### config.mk
export PLATFORM = sky130hd
export DESIGN_NAME = scan_gray_seq
export DESIGN_NICKNAME = d
export VERILOG_FILES = /design/src/rtl/scan_gray_seq.sv
export SDC_FILE = /design/constraint.sdc
export NUM_CORES = 1
export LEC_CHECK = 0
export CORE_AREA = 4 4 41 43
export CTS_BUF_LIST = sky130_fd_sc_hd__clkbuf_4 sky130_fd_sc_hd__clkbuf_8
export DETAILED_ROUTE_END_ITERATION = 6
export DIE_AREA = 0 0 45 47
export GPL_ROUTABILITY_DRIVEN = 0
export PLACE_DENSITY = 0.69
export SKIP_LAST_GASP = 1
export SLEW_MARGIN = 20
export SYNTH_ARGS = -nofsm -noshare
export SYNTH_HDL_FRONTEND = slang
export SYNTH_SLANG_ARGS = --single-unit
### constraint.sdc
create_clock -name clk -period 1.3 [get_ports clk]
set_input_delay 0.26 -clock clk [delete_from_list [all_inputs] [get_ports clk]]
set_output_delay 0.26 -clock clk [all_outputs]
set_load 0.005 [all_outputs]
### src/rtl/scan_gray_seq.sv
// Gray-code sequencer plus capture register on one full-scan chain, with a
// loop-scan controller that rotates the chain out serially and restores it.
module scan_gray_seq #(
    parameter int WIDTH = 2,
    parameter int CAP_W = 1
) (
    input  logic             clk,
    input  logic             reset,
    input  logic             en,
    input  logic             cap_en,
    input  logic [CAP_W-1:0] cap_in,
    input  logic             scan_mode,
    input  logic             scan_in,
    input  logic             scan_start,
    output logic [WIDTH-1:0] st_q,
    output logic [CAP_W-1:0] cap_q,
    output logic             scan_out,
    output logic             scan_busy,
    output logic             scan_done
);
    localparam int L  = WIDTH + CAP_W;
    localparam int CW = $clog2(L + 1);

    typedef enum logic [1:0] {IDLE, SHIFT, DONE} ctrl_e;

    ctrl_e            ctrl_q;
    logic [CW-1:0]    cnt_q;
    logic             busy_q;
    logic             done_q;
    logic [WIDTH-1:0] st_r_q;
    logic [CAP_W-1:0] cap_r_q;

    logic [L-1:0]     chain;
    logic [L-1:0]     chain_ext_d;
    logic [L-1:0]     chain_rot_d;
    logic [WIDTH-1:0] bin;
    logic [WIDTH-1:0] bin_inc;
    logic [WIDTH-1:0] st_inc_d;

    // Chain bit 0 is st[0]; the tail (bit L-1) is the top capture bit.
    assign chain       = {cap_r_q, st_r_q};
    assign chain_ext_d = {chain[L-2:0], scan_in};
    assign chain_rot_d = {chain[L-2:0], chain[L-1]};

    always_comb begin
        bin = '0;
        bin[WIDTH-1] = st_r_q[WIDTH-1];
        for (int i = WIDTH - 2; i >= 0; i--)
            bin[i] = bin[i+1] ^ st_r_q[i];
        bin_inc  = bin + WIDTH'(1);
        st_inc_d = bin_inc ^ (bin_inc >> 1);
    end

    always_ff @(posedge clk) begin
        if (reset) begin
            st_r_q  <= '0;
            cap_r_q <= '0;
            ctrl_q  <= IDLE;
            cnt_q   <= '0;
            busy_q  <= 1'b0;
            done_q  <= 1'b0;
        end else if (scan_mode) begin
            // External shift aborts any loop-scan without restoring the chain.
            {cap_r_q, st_r_q} <= chain_ext_d;
            ctrl_q <= IDLE;
            cnt_q  <= '0;
            busy_q <= 1'b0;
            done_q <= 1'b0;
        end else if (ctrl_q == SHIFT) begin
            {cap_r_q, st_r_q} <= chain_rot_d;
            cnt_q <= cnt_q + CW'(1);
            if (cnt_q == CW'(L - 1)) begin
                ctrl_q <= DONE;
                busy_q <= 1'b0;
                done_q <= 1'b1;
            end
        end else begin
            if (en)
                st_r_q <= st_inc_d;
            if (cap_en && st_r_q[WIDTH-1])
                cap_r_q <= cap_in;
            done_q <= 1'b0;
            if (ctrl_q == DONE) begin
                ctrl_q <= IDLE;
            end else if (scan_start) begin
                ctrl_q <= SHIFT;
                cnt_q  <= '0;
                busy_q <= 1'b1;
            end
        end
    end

    assign st_q      = st_r_q;
    assign cap_q     = cap_r_q;
    assign scan_out  = cap_r_q[CAP_W-1];
    assign scan_busy = busy_q;
    assign scan_done = done_q;
endmodule
==> run_results.csv <==
group,metric,value,unit
detailed_routing,drc,0,
timing,layout_worst_path_cycle_share,98.3,%
power,p_leak,0.363,nW
grt,antenna_found_initial,0,
detailed_routing,routed_wl,1150,um
grt,grt-ovfl-total,0,
clocking,clk_latency,0.27,ns
floorplanning,initial_core_util,39.5,%
clocking,clkTransAtPathRegs,0.07,ns
placed_design,hpwl,850,um
worst_setup_path,cp-start-kind,"register",
final_layout,postLayoutCoreUtil,62.6,%
timing,hold_viol,0,
grt,grt_usage,12.7,%
timing,fmax,782,MHz
logic_synthesis,ys_types,22,
detailed_routing,vias_per_cell,4.97,
floorplanning,core,1300,sq um
clocking,holdBufCountCts,0,
logic_synthesis,synthXorXnorAreaFrac,0,%
floorplanning,fp.dieArea,2120,sq um
timing,rsz0062_at_grt,"yes",
worst_setup_path,critPathArrivalTime,1.49,ns
outcome,run_status,"complete, no violations",
power,vdd_drop_max,0.552,mV
grt,grt_pass1_wl,1790,um
floorplanning,ios,14,
final_layout,num-nets-final,99,
placed_design,dp.cells,96,
logic_synthesis,synth_compound_area_share,22.4,%
detailed_routing,drt_iter0_drc,3,
clocking,cts_num_sinks,9,
final_layout,fillers,123,
floorplanning,rows,13,
logic_synthesis,synth_top_family_by_area,"compound AO/OA/AOI/OAI gates",
placed_design,io_buffers,13,
clocking,cts_tree,"yes",
final_layout,final_common_cell,"buf_4",
final_layout,final_cells,100,
logic_synthesis,synthAdderAreaFrac,12.2,%
placed_design,post_dp_cell_area,736,sq um
grt,grt_start_max_net_pins,8,
timing,finalSetupViolations,0,
hold_path,hold_class,"reg -> reg",
logic_synthesis,ys_ff_latch,9,
timing,tightestPinTransition,0.255,ns
detailed_routing,drtAntennaViolNets,0,
clocking,cts_max_level,1,
detailed_routing,num_vias,497,
final_layout,final_cell_mix,"buf_4, clkdlybuf4s50_1, dfxtp_1",
timing,slew_violations,0,
detailed_routing,firstDrtPassIters,2,
worst_setup_path,crit_path_max_fanout,2,
final_layout,drive_gt1_share,37.6,%
run,timing.max_cap.violations,0,
logic_synthesis,synth_mux_area_share,3.89,%
worst_setup_path,critPathCaptureType,"register",
power,power_density,838,nW/um^2
floorplanning,fp.dieW,45,um
final_layout,diodes,0,
logic_synthesis,syn_area,514,sq um
logic_synthesis,netlist_instances,58,
timing,slew_headroom,82.9,%
clocking,postCtsSetupRepairBufs,0,
logic_synthesis,yosys_warnings,0,
clocking,cts-buffers-inserted,3,
grt,grt_pass1_vias,463,
timing,skew,0.00565,ns
floorplanning,die_h,47,um
worst_setup_path,crit_required,1.51,ns
logic_synthesis,synth-simple-area-share,17.0,%
final_layout,final_area,815,sq um
clocking,clockBufferDepth,2,
timing,layout_min_cycle_time,1.28,ns
final_layout,area_growth,58.4,%
logic_synthesis,postSynthAreaPerCell,8.87,sq um
clocking,root_buffer,"clkbuf_4",
logic_synthesis,ys_seq_area_share,35.0,%
worst_setup_path,path_class,"reg -> reg",
detailed_routing,wl_per_cell,11.5,um
logic_synthesis,synth_nets,71,
## layout make-up
type                       instances  area, sq um  share of cell area, %
clock buffer                       4         30.0                   3.69
sequential                         9          184                   22.6
multi-input combinational         41          335                   41.2
tap                               15         18.8                   2.30
inverter                           5         18.8                   2.30
timing repair buffer              26          228                   28.0
## registers in the layout, summed over array words and instances (netlist names)
register / cells
scan_done: 1
st_q: 2
cap_q: 1
ctrl_q: 2
scan_busy: 1
cnt_q: 2
## where the power goes
group	total (mW)	leakage [nW]	switching (mW)	internal, mW
Combinational	0.139	0.269	0.0540	0.0852
Sequential	0.293	0.0747	0.00637	0.286
Clock	0.251	0.0184	0.111	0.140
Total	0.683	0.363	0.171	0.511
## path summary, 6_finish.rpt
kind	to	cells past startpoint	slack (ns)	start
worst max-delay path	scan_busy	5	0.02	ctrl_q[0]
worst min-delay path	cap_q	2	0.50	cap_q
worst max register to register	scan_busy	5	0.02	ctrl_q[0]
worst min register to register	cap_q	2	0.50	cap_q
## per-layer routing
metal | GRT usage (%) | wire, um
met1 | 11.7 | 462
met2 | 20.3 | 581
met3 | 8.43 | 89
met4 | 8.77 | 19
met5 | 0 | 0
## per-stage QoR
| step | worst slack (ns) | hold WS, ns | power [mW] | setup TNS [ns] |
|---|---|---|---|---|
| floorplan | 0.0263 | 0.329 | 0.358 | 0 |
| global placement | -0.0986 | 0.457 | 0.428 | -0.528 |
| detailed placement | -0.121 | 0.466 | 0.430 | -0.662 |
| CTS | -0.0934 | 0.470 | 0.690 | -0.0934 |
| global route | -0.0114 | 0.527 | 0.736 | -0.0123 |
| finish | 0.0216 | 0.500 | 0.683 | 0 |
## critical path, cell delays in order, from the launching register on
cell and delay [ns]:
dfxtp_2 0.34, buf_4 0.14, buf_6 0.11, ha_4 0.15, or3_4 0.38, a21oi_2 0.11
## repair_timing
item	4_1_cts	5_1_grt
setup endpoints to repair	9	5
cloned	0	0
resized for setup	13	7
pin swaps	2	3
## kinds of logic (layout without fill, tap and decap cells)
kind of cell	count (synthesis)	in the layout
adder cells (fa/ha/maj)	5	5
AO/OA/AOI/OAI	16	16
flip-flops	9	9
buffers and inverters	8	35
multiplexers	2	2
AND/OR/NAND/NOR	18	18
## synth_stat cells, drive strengths merged
| library cell | instances | area share [%] |
|---|---|---|
| dfxtp | 9 | 35 |
| a21oi | 6 | 5.8 |
| ha | 5 | 12 |
| inv | 5 | 3.7 |
| nand2 | 5 | 3.7 |
| nor2 | 5 | 3.7 |
| o21ai | 4 | 3.9 |
| buf | 3 | 5.8 |
| mux2i | 2 | 3.9 |
| nor3 | 2 | 1.9 |
| nor3b | 2 | 2.9 |
| o21bai | 2 | 5.1 |
| or2 | 2 | 2.4 |
| a211o | 1 | 1.9 |
| a211oi | 1 | 2.4 |
| a41o | 1 | 1.9 |
| nor2b | 1 | 1.2 |
| o22ai | 1 | 1.2 |
| or3 | 1 | 1.2 |
Power figures use the tool's default switching activity.
